**config.mk**
```make
export PLATFORM = sky130hd
export DESIGN_NAME = uart_dec_word_rx
export DESIGN_NICKNAME = d
export VERILOG_FILES = /design/src/rtl/uart_dec_word_rx.sv
export SDC_FILE = /design/constraint.sdc
export NUM_CORES = 1
export LEC_CHECK = 0
export ABC_CLOCK_PERIOD_IN_PS = 3700
export CAP_MARGIN = 30
export CORE_MARGIN = 4
export CORE_UTILIZATION = 36
export CTS_CLUSTER_DIAMETER = 50
export CTS_CLUSTER_SIZE = 40
export DETAILED_ROUTE_END_ITERATION = 10
export PLACE_DENSITY = 0.52
export SLEW_MARGIN = 0
export SYNTH_ARGS = -nofsm -noshare
export SYNTH_HDL_FRONTEND = slang
export SYNTH_SLANG_ARGS = --single-unit
export TNS_END_PERCENT = 50
```
**constraint.sdc**
```tcl
create_clock -name sysclk -period 3.7 [get_ports sysclk]
set_clock_uncertainty 0.2 [all_clocks]
set_input_delay 0.555 -clock sysclk [delete_from_list [all_inputs] [get_ports sysclk]]
set_output_delay 0.555 -clock sysclk [all_outputs]
set_load 0.02 [all_outputs]
```
**src/rtl/uart_dec_word_rx.sv**
```systemverilog
// rtl/uart_dec_word_rx.sv - 8N1 UART receiver feeding a signed decimal word parser
module uart_dec_word_rx #(
  parameter int CLKS_PER_BIT = 1302,
  parameter int WIDTH        = 16,
  parameter int DEPTH        = 512
) (
  input  logic                     sysclk,
  input  logic                     rst,
  input  logic                     uart_txd_in,
  output logic [WIDTH-1:0]         word_data,
  output logic                     word_valid,
  output logic [$clog2(DEPTH)-1:0] word_index,
  output logic                     frame_done,
  output logic                     framing_err,
  output logic                     parse_err,
  output logic                     range_err
);

  localparam int CW   = $clog2(CLKS_PER_BIT);
  localparam int IDXW = $clog2(DEPTH);
  localparam logic [CW-1:0]    HALF_CNT = CW'(CLKS_PER_BIT / 2 - 1);
  localparam logic [CW-1:0]    FULL_CNT = CW'(CLKS_PER_BIT - 1);
  localparam logic [WIDTH-1:0] MAG_LIM  = {1'b1, {(WIDTH-1){1'b0}}};
  localparam logic [WIDTH-1:0] MAX_POS  = {1'b0, {(WIDTH-1){1'b1}}};

  typedef enum logic [1:0] {R_IDLE, R_START, R_DATA, R_STOP} rx_state_t;
  typedef enum logic [1:0] {P_EMPTY, P_SIGN, P_DIGITS, P_DISCARD} p_state_t;

  rx_state_t        rx_state_q;
  p_state_t         p_state_q, p_state_d;
  logic             rx_meta_q, rx_sync_q;
  logic [CW-1:0]    cnt_q;
  logic [2:0]       bit_q;
  logic [7:0]       shift_q;
  logic             neg_q, neg_d, sat_q, sat_d;
  logic [WIDTH-1:0] mag_q, mag_d;
  logic [IDXW-1:0]  slot_q;
  logic             emit_d, perr_d;
  logic [WIDTH+3:0] prod_d;
  logic             pos_clamp;
  logic [WIDTH-1:0] emit_val;
  logic             emit_rerr;

  logic [WIDTH-1:0] word_data_q;
  logic [IDXW-1:0]  word_index_q;
  logic             word_valid_q, frame_done_q, framing_err_q, parse_err_q, range_err_q;

  assign word_data   = word_data_q;
  assign word_valid  = word_valid_q;
  assign word_index  = word_index_q;
  assign frame_done  = frame_done_q;
  assign framing_err = framing_err_q;
  assign parse_err   = parse_err_q;
  assign range_err   = range_err_q;

  assign prod_d    = {4'b0, mag_q} * (WIDTH+4)'(10) + {{WIDTH{1'b0}}, shift_q[3:0]};
  assign pos_clamp = mag_q > MAX_POS;
  assign emit_val  = neg_q ? (~mag_q + WIDTH'(1)) : (pos_clamp ? MAX_POS : mag_q);
  assign emit_rerr = sat_q | (!neg_q && pos_clamp);

  // Parser next state for the byte currently held in shift_q.
  always_comb begin
    p_state_d = p_state_q;
    neg_d     = neg_q;
    mag_d     = mag_q;
    sat_d     = sat_q;
    emit_d    = 1'b0;
    perr_d    = 1'b0;
    if (shift_q == 8'h0A) begin
      p_state_d = p_state_q;
    end else if (p_state_q == P_DISCARD) begin
      if (shift_q == 8'h0D) begin
        p_state_d = P_EMPTY;
        neg_d = 1'b0; mag_d = '0; sat_d = 1'b0;
      end
    end else if (shift_q == 8'h0D) begin
      if (p_state_q == P_SIGN) perr_d = 1'b1;
      if (p_state_q == P_DIGITS) emit_d = 1'b1;
      p_state_d = P_EMPTY;
      neg_d = 1'b0; mag_d = '0; sat_d = 1'b0;
    end else if (shift_q == 8'h2D && p_state_q == P_EMPTY) begin
      neg_d     = 1'b1;
      p_state_d = P_SIGN;
    end else if (shift_q >= 8'h30 && shift_q <= 8'h39) begin
      if (prod_d > {4'b0, MAG_LIM}) begin
        mag_d = MAG_LIM;
        sat_d = 1'b1;
      end else begin
        mag_d = prod_d[WIDTH-1:0];
      end
      p_state_d = P_DIGITS;
    end else begin
      perr_d    = 1'b1;
      p_state_d = P_DISCARD;
      neg_d = 1'b0; mag_d = '0; sat_d = 1'b0;
    end
  end

  always_ff @(posedge sysclk) begin
    if (rst) begin
      rx_meta_q     <= 1'b1;
      rx_sync_q     <= 1'b1;
      rx_state_q    <= R_IDLE;
      p_state_q     <= P_EMPTY;
      cnt_q         <= '0;
      bit_q         <= '0;
      shift_q       <= '0;
      neg_q         <= 1'b0;
      sat_q         <= 1'b0;
      mag_q         <= '0;
      slot_q        <= '0;
      word_data_q   <= '0;
      word_index_q  <= '0;
      word_valid_q  <= 1'b0;
      frame_done_q  <= 1'b0;
      framing_err_q <= 1'b0;
      parse_err_q   <= 1'b0;
      range_err_q   <= 1'b0;
    end else begin
      rx_meta_q     <= uart_txd_in;
      rx_sync_q     <= rx_meta_q;
      word_valid_q  <= 1'b0;
      frame_done_q  <= 1'b0;
      framing_err_q <= 1'b0;
      parse_err_q   <= 1'b0;
      range_err_q   <= 1'b0;
      case (rx_state_q)
        R_IDLE: begin
          cnt_q <= '0;
          if (!rx_sync_q) rx_state_q <= R_START;
        end
        R_START: begin
          if (cnt_q == HALF_CNT) begin
            cnt_q      <= '0;
            bit_q      <= '0;
            rx_state_q <= rx_sync_q ? R_IDLE : R_DATA;
          end else begin
            cnt_q <= cnt_q + CW'(1);
          end
        end
        R_DATA: begin
          if (cnt_q == FULL_CNT) begin
            cnt_q   <= '0;
            shift_q <= {rx_sync_q, shift_q[7:1]};
            bit_q   <= bit_q + 3'd1;
            if (bit_q == 3'd7) rx_state_q <= R_STOP;
          end else begin
            cnt_q <= cnt_q + CW'(1);
          end
        end
        R_STOP: begin
          if (cnt_q == FULL_CNT) begin
            cnt_q      <= '0;
            rx_state_q <= R_IDLE;
            if (rx_sync_q) begin
              p_state_q   <= p_state_d;
              neg_q       <= neg_d;
              mag_q       <= mag_d;
              sat_q       <= sat_d;
              parse_err_q <= perr_d;
              if (emit_d) begin
                word_data_q  <= emit_val;
                word_valid_q <= 1'b1;
                range_err_q  <= emit_rerr;
                word_index_q <= slot_q;
                frame_done_q <= (slot_q == IDXW'(DEPTH - 1));
                slot_q       <= (slot_q == IDXW'(DEPTH - 1)) ? '0 : slot_q + IDXW'(1);
              end
            end else begin
              framing_err_q <= 1'b1;
              p_state_q     <= P_DISCARD;
              neg_q         <= 1'b0;
              mag_q         <= '0;
              sat_q         <= 1'b0;
            end
          end else begin
            cnt_q <= cnt_q + CW'(1);
          end
        end
        default: rx_state_q <= R_IDLE;
      endcase
    end
  end

endmodule

```
==> results of run 1 <==
cells by family after synthesis:
logic type                 synth area share [%]
xor gates and xnor gates                   5.71
DFF                                        33.8
buffers and inverters                      3.15
adders and majority gates                  10.7
and+or+nand+nor                            26.6
AOI/OAI and AO/OA                          17.4
muxes                                      2.58
layout make-up:
type	instances	area, um2	share of cell area (%)
multi-input combinational	487	3260	52.1
clock inverter	5	57.6	0.919
clock buffer	11	253	4.04
sequential	85	1710	27.2
inverter	15	57.6	0.919
timing repair buffer	82	707	11.3
tap	176	220	3.52
per-layer routing:
metal  share of wire (%)  wire, um
met1                  49      5980
met2                  47      5760
met3                 3.0       363
met4                0.94       115
met5                   0         0
cell usage after synthesis (all sizes together) (13+ instances only):
master | count | area share [%]
a21oi | 48 | 4.8
nand3 | 24 | 2.7
nand2 | 73 | 5.5
o21ai | 27 | 3.4
nor3 | 26 | 2.7
ha | 40 | 9.9
a211oi | 14 | 2.2
nor2 | 75 | 5.6
inv | 14 | 1.0
dfxtp | 85 | 34
clkbuf | 17 | 1.3
xor2 | 20 | 3.6
mux2i | 13 | 2.6
flip-flops by register name, summed over array words and instances, names as in the netlist, 2 cells and up, named ones only:
register and cells:
mag_q 16, word_data 16, cnt_q 11, slot_q 9, word_index 9, shift_q 8, bit_q 3, p_state_q 2
critical path, stage by stage, from the launching register on:
cell and delay (ns):
dfxtp_1 0.42, ha_1 0.27, ha_2 0.38, nand2_2 0.08, o31ai_4 0.37, o22ai_1 0.14, xnor2_1 0.36, nand3_2 0.12
or4b_1 0.48, a211o_1 0.31, clkinv_2 0.09, nand3_4 0.11, buf_12 0.16, o21ai_2 0.12
power groups by stage:
| stage | sequential (mW) | clock (mW) | combinational, mW |
|---|---|---|---|
| 2_1_floorplan | 0.939 | 0 | 0.0166 |
| 3_3_place_gp | 0.940 | 0 | 0.0226 |
| 3_5_place_dp | 0.940 | 0 | 0.0227 |
| 4_1_cts | 0.919 | 0.949 | 0.0227 |
| 5_1_grt | 0.918 | 0.987 | 0.0261 |
| 6_report | 0.919 | 0.925 | 0.0231 |
how the worst max path moves through the flow:
| stage | from | end | depth (start not counted) |
|---|---|---|---|
| finish | mag_q[8]$_SDFFE_PP0P_ | mag_q[9]$_SDFFE_PP0P_ | 13 |
| global route | mag_q[8]$_SDFFE_PP0P_ | mag_q[6]$_SDFFE_PP0P_ | 13 |
| CTS | mag_q[1]$_SDFFE_PP0P_ | mag_q[9]$_SDFFE_PP0P_ | 14 |
| detailed placement | mag_q[1]$_SDFFE_PP0P_ | mag_q[1]$_SDFFE_PP0P_ | 14 |
| global placement | mag_q[1]$_SDFFE_PP0P_ | mag_q[1]$_SDFFE_PP0P_ | 14 |
| floorplan | mag_q[1]$_SDFFE_PP0P_ | mag_q[9]$_SDFFE_PP0P_ | 14 |
cells in the final DEF, fill, tap and decap left out, drive strengths merged, types with 4 or more instances in the layout:
cell,count
clkinv,4
nor4,5
ha,40
nor3,26
o21ai,27
a21o,8
nand2b,5
xor2,20
inv,15
clkdlybuf4s50,31
nor2b,4
a21oi,48
or3,5
xnor2,12
or4,5
dfxtp,85
and2,4
a211o,4
and3,12
mux2i,13
nand2,73
nor3b,4
o31ai,4
nand4,12
nor2,75
clkbuf,11
a211oi,14
nand3,24
buf,51
what timing repair did:
| item | in CTS | in global routing |
|---|---|---|
| pin swaps | 9 | 7 |
| buffers inserted | 2 | 0 |
| resized for setup | 6 | 9 |
| setup endpoints to repair | 16 | 17 |
metrics by stage:
stage	cells	setup WS, ns
6_report	861	0.0199
5_1_grt	861	-0.152
4_1_cts	860	-0.0305
3_5_place_dp	842	-0.100
3_3_place_gp	841	-0.00806
2_1_floorplan	609	0.00767
==> summary.txt, run 1 <==
Place
  – Port Buffers: 32
  – Final GP Congestion: 0.813
  – Placed Area: 0.00586 mm2
  – Post-DP HPWL: 9.34 mm

Global routing
  – Met1 usage: 20.9%
  – First-pass GRT wire length: roughly 21 mm
  – Vias in the first global route: approximately 4300
  – Initial antenna violation count: 0
  – Total gr overflow: 0
  – GRT met2 Usage: 26.0%
  – GR peak layer: met2
  – Global routing usage on met3: 2.94%
  – Global Route Usage Sum: 15.5%
  – Largest net degree at the start of global routing: 35

Critical path
  – Startpoint type of the worst setup path: register
  – Setup crit end kind: register
  – Critical path type: register to register
  – Reg2reg path depth: 13
  – WP data arrival: 3.75 ns
  – Crit-path max FO: 6
  – R2R setup slack: 0.02 ns
  – Reg2reg end: mag_q[9]$_SDFFE_PP0P_
  – Worst reg2reg startpoint: mag_q[8]$_SDFFE_PP0P_
  – CP Data Required Time: 3.77 ns

Power and ir drop
  – Switching Fraction: between 20% and 30%
  – Sequential share of power: 49.2%
  – Leak pwr: 2.58 nW
  – Clock power share: 49.6%
  – Maximum vdd drop: 216 uV
  – Net switching power figure: 0.384 mW
  – P_int: ~1.5 mW
  – Combinational power share: 1.2%
  – PwrDens: between 200 and 300 mW/mm2
  – Total power: between 1.5 and 2 mW

Timing
  – Worst Hold Slack: 0.226 ns
  – RSZ-0062 raised after global routing: yes
  – FMAX: ~0.27 GHz
  – # setup viols final: 0
  – Least-Margin Pin Slew: 0.566 ns
  – Min Tclk post-route: between 3 and 4 ns
  – Final Cycle Share: 99.5%
  – Total negative slack: 0 ns
  – Hold Vio Cnt, Final: 0
  – Final Max Tran Viols: 0
  – Rel. slew slack: 62.1%

Route
  – DRT Pass-1 Iters: 4
  – # DRC: 0
  – DR iter-0 viols: 215
  – Routed vias: 4472
  – WL final: 12.2 mm
  – DR WL/cell: roughly 14 um
  – Routed vias/inst: 5.19
  – Detail Route Antenna Nets: 0

CTS
  – CTS Buffer Depth: 2
  – CTS H-tree lvls: 3
  – Clk root buf: clkbuf_16
  – Worst skew pair latency: 0.34 ns
  – Clock Sinks: between 80 and 90
  – Hold-fix buffers, CTS: 0
  – TritonCTS buffer count: 9
  – Clock-pin slew on the worst setup and hold paths: 0.06 ns
  – CTS tree: built

Logic synthesis
  – FF+latch count, synth: 85
  – Count of different cell masters after synthesis: 68
  – Synthesized instance count: 609
  – Area of the mapped netlist: 0.00504 mm2
  – Yosys warns: 0
  – Syn_nets: approximately 650
  – Ys async rst share: 0%
  – Top FF cell, synth: dfxtp_1
  – Synth Area per Inst: 8.28 um2
  – Sequential share of the synthesized area: 33.8%
  – Post-synth EDFFs: 0

Min path
  – Hold EP: rx_sync_q$_SDFF_PP1_
  – Hold depth: 1
  – HP Class: register to register
  – Hold path start: rx_meta_q$_SDFF_PP1_

Final layout
  – Fill cell count: 1380
  – Layout area overhead: 24.2%
  – Design area: between 0.006 and 0.007 mm2
  – Util after Layout: 46.6%
  – Nets@finish: 725
  – Final antenna diode count: 0
  – Proportion of layout cells with a drive suffix above 1: 15.8%

Floorplan
  – Row count: 42
  – Initial Utilization: a little under two fifths
  – Die Height: 126 um
  – Core Region: 0.0135 mm2
  – Chip width: 126 um
  – Die area: around 0.016 mm2
  – Io pins: 33

Run status
  – Status: finished, final reports clean

Run
  – Max-Cap Viols: 0
(Power assumes the default switching activity.)
==> run 2: changes to the inputs <==
- CELL_PAD_IN_SITES_DETAIL_PLACEMENT: default -> 1
- CELL_PAD_IN_SITES_GLOBAL_PLACEMENT: default -> 1
- PLACE_DENSITY: 0.52 -> 0.66
==> summary.txt, run 2 (synthesized netlist as in run 1, its figures left out) <==
Run status
  – Status: finished with violations
  – Failing checks: negative setup slack

CTS
  – Clk root buf: clkbuf_16
  – CTS H-tree lvls: 3
  – CTS Buffer Depth: 2
  – TritonCTS buffer count: 9
  – Hold-fix buffers, CTS: 0
  – CTS tree: built
  – Worst skew pair latency: approximately 0.34 ns
  – Clock-pin slew on the worst setup and hold paths: 0.07 ns
  – Clock Sinks: 85

Timing
  – Final Cycle Share: 102%
  – FMAX: 0.266 GHz
  – RSZ-0062 raised after global routing: yes
  – Min Tclk post-route: 3.76 ns
  – Rel. slew slack: 56.1%
  – # setup viols final: 11
  – Least-Margin Pin Slew: 0.656 ns
  – Total negative slack: -0.351 ns
  – Hold Vio Cnt, Final: 0
  – Setup ws final: -0.0558 ns
  – Final Max Tran Viols: 0

Final layout
  – Post-route non-filler standard cell count: 869
  – Commonest non-fill, non-tap cells in the layout: 80 x dfxtp_1, 75 x nor2_1, 72 x nand2_1
  – Layout area overhead: 27.3%
  – Final antenna diode count: 0
  – Commonest non-fill, non-tap cell in the layout: dfxtp_1
  – Nets@finish: 733
  – Fill cell count: 1600
  – Proportion of layout cells with a drive suffix above 1: 18.5%

Floorplan
  – Core Region: 0.0135 mm2
  – Io pins: 33
  – Row count: 42
  – Chip width: around 130 um
  – Die Height: 126 um
  – Initial Utilization: a little under two fifths
  – Die area: between 0.015 and 0.02 mm2

Route
  – Detail Route Antenna Nets: 0
  – Routed vias: between 4000 and 5000
  – # DRC: 0
  – WL final: ~14 mm
  – Routed vias/inst: ~5.3
  – DR WL/cell: around 16 um
  – DRT Pass-1 Iters: 6
  – DR iter-0 viols: 187

Place
  – Final GP Congestion: 0.835
  – DP Cell Count: around 850
  – Post-DP HPWL: 10.5 mm
  – Port Buffers: 32

Critical path
  – CP Data Required Time: 3.77 ns
  – WP depth: 13
  – Slowest cell delay on critical path: 0.54 ns
  – Reg2reg end: mag_q[9]$_SDFFE_PP0P_
  – Crit-path max FO: 6
  – Critical Path, Cell by Cell: ha_1 -> ha_1 -> nand3_1 -> or2_2 -> a211oi_2 -> or4_4 -> o2111ai_2 -> or4b_4 -> a211o_1 -> inv_4 -> nand3_4 -> buf_12 -> o21ai_2
  – Slowest stage cell, crit path: or4b_4
  – Reg2reg path depth: 13
  – WP buf/inv: 2
  – WP data arrival: between 3 and 4 ns
  – Worst reg2reg startpoint: mag_q[6]$_SDFFE_PP0P_
  – Startpoint type of the worst setup path: register
  – Setup crit end: mag_q[9]$_SDFFE_PP0P_
  – R2R setup slack: -0.06 ns
  – Setup crit end kind: register
  – Cell repeated most along the worst path: ha_1
  – Critical path's top delay family: simple AND/OR/NAND/NOR gates
  – Critical path type: register to register
  – Crit path from: mag_q[6]$_SDFFE_PP0P_

Global routing
  – First-pass GRT wire length: 24.0 mm
  – Vias in the first global route: 4876
  – Initial antenna violation count: 0
  – Largest net degree at the start of global routing: 42
  – Total gr overflow: 0
  – Global Route Usage Sum: 17.8%

Min path
  – HP Class: register to register

Power and ir drop
  – Sequential share of power: 48.2%
  – Combinational power share: 1.3%
  – PwrDens: 297 mW/mm2
  – P_int: 1.51 mW
  – Maximum vdd drop: 240 uV
  – Leak pwr: 2.64 nW
  – Switching Fraction: 20.5%
  – Net switching power figure: about 0.39 mW
  – Total power: 1.91 mW
  – Clock power share: 50.5%

Run
  – Max-Cap Viols: 0
run 2: worst register-to-register path, delay by kind of cell (launching register included):
family	cells	cell delay, ns
AO/OA/AOI/OAI	4	0.89
adder cells (fa/ha/maj)	2	0.63
buffers and inverters	2	0.28
flip-flops	1	0.40
AND/OR/NAND/NOR	5	1.31
run 2: per-layer routing:
metal | global-route usage (%) | part of all wire [%] | vias up | routed length, um
met2 | 31.2 | 50 | 41 | 6950
met5 | 0 | 0 | - | 0
met4 | 4.48 | 1.2 | 0 | 172
met1 | 22.6 | 47 | 2241 | 6620
met3 | 3.03 | 2.0 | 17 | 283
li1 | - | - | 2341 | -
run 2: worst min path at each step:
stage	start	end	slack, ns	depth (start not counted)
2_1_floorplan	rx_meta_q$_SDFF_PP1_	rx_sync_q$_SDFF_PP1_	0.19	1
6_report	rx_meta_q$_SDFF_PP1_	rx_sync_q$_SDFF_PP1_	0.22	1
4_1_cts	rx_meta_q$_SDFF_PP1_	rx_sync_q$_SDFF_PP1_	0.22	1
3_5_place_dp	rx_meta_q$_SDFF_PP1_	rx_sync_q$_SDFF_PP1_	0.20	1
5_1_grt	rx_meta_q$_SDFF_PP1_	rx_sync_q$_SDFF_PP1_	0.25	1
3_3_place_gp	rx_meta_q$_SDFF_PP1_	rx_sync_q$_SDFF_PP1_	0.20	1
run 2: metrics by stage:
stage	utilization, %	instance area (um2)	hold WS [ns]	setup slack (ns)
after CTS	47.0	6320	0.225	-0.0628
final	47.7	6420	0.222	-0.0558
after detailed placement	43.9	5900	0.201	-0.160
after global placement	43.7	5880	0.199	-0.0182
after global routing	47.7	6420	0.249	-0.196
after floorplan	-	5060	0.189	0.00767
run 2: repair_timing:
action	CTS	global route
gates cloned	0	0
buffers inserted	3	3
pin swaps	12	13
gates resized for setup	14	16
setup endpoints to repair	16	17
run 2: cell type report:
type,instances,area (um2),area share [%]
Inverter,15,58.8,0.916
Multi-Input combinational cell,487,3340,52.0
Clock buffer,10,229,3.57
Timing Repair Buffer,90,778,12.1
Clock inverter,6,87.6,1.36
Tap cell,176,220,3.43
Sequential cell,85,1710,26.6
run 2: power by group through the flow:
stage	combinational, mW	clock, mW	sequential [mW]
after floorplan	0.0166	0	0.939
after global placement	0.0229	0	0.940
after detailed placement	0.0246	0	0.940
after CTS	0.0249	0.992	0.919
after global routing	0.0277	1.04	0.919
final	0.0245	0.962	0.919
==> run 3: changes to the inputs <==
- CAP_MARGIN: 30 -> 5
==> summary.txt, run 3 (synthesized netlist as in run 1, its figures left out) <==
Power and ir drop
  – Switching Fraction: 22.5%
  – PwrDens: 285 mW/mm2
  – Maximum vdd drop: 200 uV
  – Clock power share: 47.8%
  – Sequential share of power: 50.9%
  – Net switching power figure: 0.405 mW
  – Combinational power share: 1.3%
  – P_int: 1.40 mW
  – Leak pwr: approximately 2.6 nW

Floorplan
  – Core Region: 0.0135 mm2
  – Die area: ~0.016 mm2
  – Io pins: 33
  – Initial Utilization: 37.5%
  – Die Height: 126 um
  – Row count: 42
  – Chip width: 126 um

Place
  – Post-DP HPWL: 10.5 mm
  – DP Cell Count: around 850
  – Port Buffers: 32
  – Post-placement setup slack: -0.199 ns
  – Final GP Congestion: 0.835
  – Placed Area: 0.00588 mm2

Run
  – Max-Cap Viols: 0

Route
  – Detail Route Antenna Nets: 0
  – DR iter-0 viols: 167
  – DR WL/cell: 16.0 um
  – Routed vias/inst: 5.33
  – WL final: about 14 mm
  – DRT Pass-1 Iters: 4
  – # DRC: 0
  – Routed vias: 4626

CTS
  – Clk root buf: clkbuf_16
  – CTS H-tree lvls: 3
  – TritonCTS buffer count: 9
  – CTS Buffer Depth: 2
  – Clock Sinks: 85
  – Hold-fix buffers, CTS: 0
  – CTS tree: built
  – Clock-pin slew on the worst setup and hold paths: 0.07 ns
  – Worst skew pair latency: 0.34 ns

Critical path
  – CP Data Required Time: around 3.8 ns
  – Startpoint type of the worst setup path: register
  – Setup crit end kind: register
  – Critical path type: register to register
  – Reg2reg path depth: 14
  – Crit-path max FO: 6
  – Reg2reg end: mag_q[9]$_SDFFE_PP0P_
  – R2R setup slack: -0.06 ns
  – Worst reg2reg startpoint: mag_q[3]$_SDFFE_PP0P_
  – WP data arrival: about 3.8 ns

Final layout
  – Layout area overhead: 25.5%
  – Design area: roughly 0.0063 mm2
  – Nets@finish: 732
  – Proportion of layout cells with a drive suffix above 1: 17.5%
  – Commonest non-fill, non-tap cells in the layout: 82 x dfxtp_1, 75 x nor2_1, 72 x nand2_1
  – Post-route non-filler standard cell count: between 800 and 900
  – Commonest non-fill, non-tap cell in the layout: dfxtp_1
  – Fill cell count: ~1600
  – Final antenna diode count: 0
  – Util after Layout: 47.0%

Global routing
  – Initial antenna violation count: 0
  – Global Route Usage Sum: 17.3%
  – Vias in the first global route: 4759
  – Total gr overflow: 0
  – Largest net degree at the start of global routing: 42
  – First-pass GRT wire length: 23.3 mm

Min path
  – Hold path start: rx_meta_q$_SDFF_PP1_
  – Hold depth: 1
  – Hold EP: rx_sync_q$_SDFF_PP1_
  – HP Class: register to register

Timing
  – Setup ws final: -0.0570 ns
  – RSZ-0062 raised after global routing: yes
  – Worst Hold Slack: 0.220 ns
  – FMAX: 0.266 GHz
  – Rel. slew slack: 26.3%
  – Min Tclk post-route: 3.76 ns
  – Final Max Tran Viols: 0
  – Hold Vio Cnt, Final: 0
  – # setup viols final: 12
  – Least-Margin Pin Slew: 1.10 ns
  – Final Cycle Share: 102%

Run status
  – Failing checks: negative setup slack
  – Status: finished with violations
[run 3: changes by cell type in the layout (fill, tap and decap cells not counted), sizes merged]
cell / previous run / this run
buf: 59 / 58
clkinvlp: 0 / 3
bufinv: 2 / 0
inv: 15 / 17
clkinv: 4 / 1
[run 3: worst max-delay path by stage]
| stage | slack (ns) | endpoint | from |
|---|---|---|---|
| 2_1_floorplan | 0.008 | mag_q[9]$_SDFFE_PP0P_ | mag_q[1]$_SDFFE_PP0P_ |
| 5_1_grt | -0.25 | mag_q[3]$_SDFFE_PP0P_ | mag_q[3]$_SDFFE_PP0P_ |
| 4_1_cts | -0.13 | mag_q[6]$_SDFFE_PP0P_ | mag_q[1]$_SDFFE_PP0P_ |
| 3_5_place_dp | -0.20 | mag_q[6]$_SDFFE_PP0P_ | mag_q[1]$_SDFFE_PP0P_ |
| 3_3_place_gp | -0.02 | mag_q[6]$_SDFFE_PP0P_ | mag_q[1]$_SDFFE_PP0P_ |
| 6_report | -0.06 | mag_q[9]$_SDFFE_PP0P_ | mag_q[3]$_SDFFE_PP0P_ |
[run 3: layer usage]
| metal | track usage, % | part of all wire (%) |
|---|---|---|
| met5 | 0 | 0 |
| met4 | 4.23 | 1.3 |
| met3 | 3.15 | 2.7 |
| met2 | 30.2 | 50 |
| met1 | 22.1 | 46 |
[run 3: metrics by stage]
step / power, mW / TNS [ns]
floorplan: 0.956 / 0
global placement: 0.963 / -0.0687
detailed placement: 0.963 / -2.20
global route: 1.87 / -3.44
CTS: 1.83 / -1.44
finish: 1.80 / -0.395
[run 3: worst max-delay path, cell delays in order, from the launching register on]
cell and delay [ns]:
dfxtp_4 0.36, ha_4 0.22, ha_4 0.16, fa_2 0.37
a211oi_4 0.29, o31ai_4 0.14, a21boi_2 0.26, a22oi_2 0.15
xnor2_2 0.16, or4b_4 0.54, a211o_1 0.33, inv_4 0.10
nand3_4 0.12, buf_12 0.17, o21ai_2 0.11
[run 3: repair_timing]
item                                    4_1_cts  5_1_grt
endpoints found under the setup margin       17       17
setup buffers                                 3        4
gates resized for setup                       8       14
pin swaps                                    14       13
[run 3: final cells by class]
cell class / count / area [um2] / share of cell area, %
repair buffers: 89 / 763 / 12.1
flip-flops and latches: 85 / 1710 / 27.0
well taps: 176 / 220 / 3.48
clock inverters: 6 / 45.0 / 0.712
multi-input cells: 487 / 3290 / 52.0
clock buffers: 10 / 239 / 3.78
inverters: 15 / 58.8 / 0.930
[run 3: power by group through the flow]
stage | clock (mW) | combinational, mW | sequential (mW)
6_report | 0.862 | 0.0228 | 0.919
5_1_grt | 0.931 | 0.0260 | 0.918
4_1_cts | 0.886 | 0.0233 | 0.919
3_5_place_dp | 0 | 0.0232 | 0.940
3_3_place_gp | 0 | 0.0229 | 0.940
2_1_floorplan | 0 | 0.0166 | 0.939
==> RTL change (config.mk and constraints of run 1) <==
Reset style: asynchronous (`rst`), changed in one clocked block.
--- a/src/rtl/uart_dec_word_rx.sv
+++ b/src/rtl/uart_dec_word_rx.sv
@@ -98,3 +98,3 @@
 
-  always_ff @(posedge sysclk) begin
+  always_ff @(posedge sysclk or posedge rst) begin
     if (rst) begin
Formal check against the unedited RTL: no difference found for any inputs over 10 cycles, from zero or initial values and one cycle with rst high; that may be too few to reach the edited logic, so the function may still have changed.
==> RTL change against run 1 <==
The run now ends with negative setup slack left. Synthesized area up 13%. Power rose by 3.3%. Sequential cell count unchanged. Final area increased by 18%. Routed wire length is 22% higher. Non-clock buffer count rose by 22. Via count rose by 15%. Setup slack worse by 0.059 ns.
==> RTL change: results <==
set metrics [dict create \
    async_flop_share_pct 100 \
    drt_iter0_drc 257 \
    p_int_mw 1.53 \
    status "finished, violations left" \
    drive_above_1_share_pct 21.3 \
    synth-adder-area-share_pct 9.45 \
    wl_met2_microns 7220 \
    wl_met1_microns 7090 \
    grt_start_max_net_pins 47 \
    grt_pass1_vias 4946 \
    synth_area_leaders "dfrtp_1, ha_1, nand2_1" \
    max_slew_margin_pct 33.8 \
    power.leakage_nw 3.39 \
    cp_slowest_stage_delay_ns 0.52 \
    track_usage_pct 17.2 \
    ys.flop_type "dfrtp_1" \
    met3_length_microns 386 \
    synthMuxAreaShare_pct 3.50 \
    syn-num-nets 701 \
    critPathMaxFanout 7 \
    dp_hpwl_microns 11400 \
    violations "negative setup slack" \
    setup-violations-final 15 \
    cts_resized 23 \
    worst_slack_ns -0.0390 \
    r2r_end "mag_q[9]$_DFFE_PP0P_" \
    grt_pass1_wl_microns 25300 \
    synthXorXnorAreaFrac_pct 4.59 \
    timing.hold.ws_ns 0.159 \
    startpoint "mag_q[1]$_DFFE_PP0P_" \
    synthTopCellsByCount "nand2_1, dfrtp_1, nor2_1, o21ai_0, ha_1" \
    yosysSeqAreaShare_pct 37.2 \
    place_ws_ns -0.0899 \
]
[RTL change: per-stage QoR]
stage               cell area (sq um)  instances  power [mW]  util [%]
floorplan                        5790        656       0.964         -
global placement                 6800        939       0.975      44.2
detailed placement               6800        939       0.976      44.2
CTS                              7250        960        1.96      47.2
global route                     7370        962        2.00      47.9
finish                           7370        962        1.93      47.9
[RTL change: power by group through the flow]
stage               combinational [mW]  clock, mW  sequential [mW]
global route                    0.0296       1.04            0.932
detailed placement              0.0265          0            0.950
finish                          0.0246      0.972            0.932
CTS                             0.0265       1.00            0.932
global placement                0.0254          0            0.950
floorplan                       0.0147          0            0.949
[RTL change: layout make-up]
cell class                 instances  area (sq um)
clock inverter                     5          83.8
tap                              211           264
fill                            1455          8010
clock buffer                      11           233
sequential                        85          2130
multi-input combinational        526          3660
inverter                          20          76.3
timing repair buffer             104           916
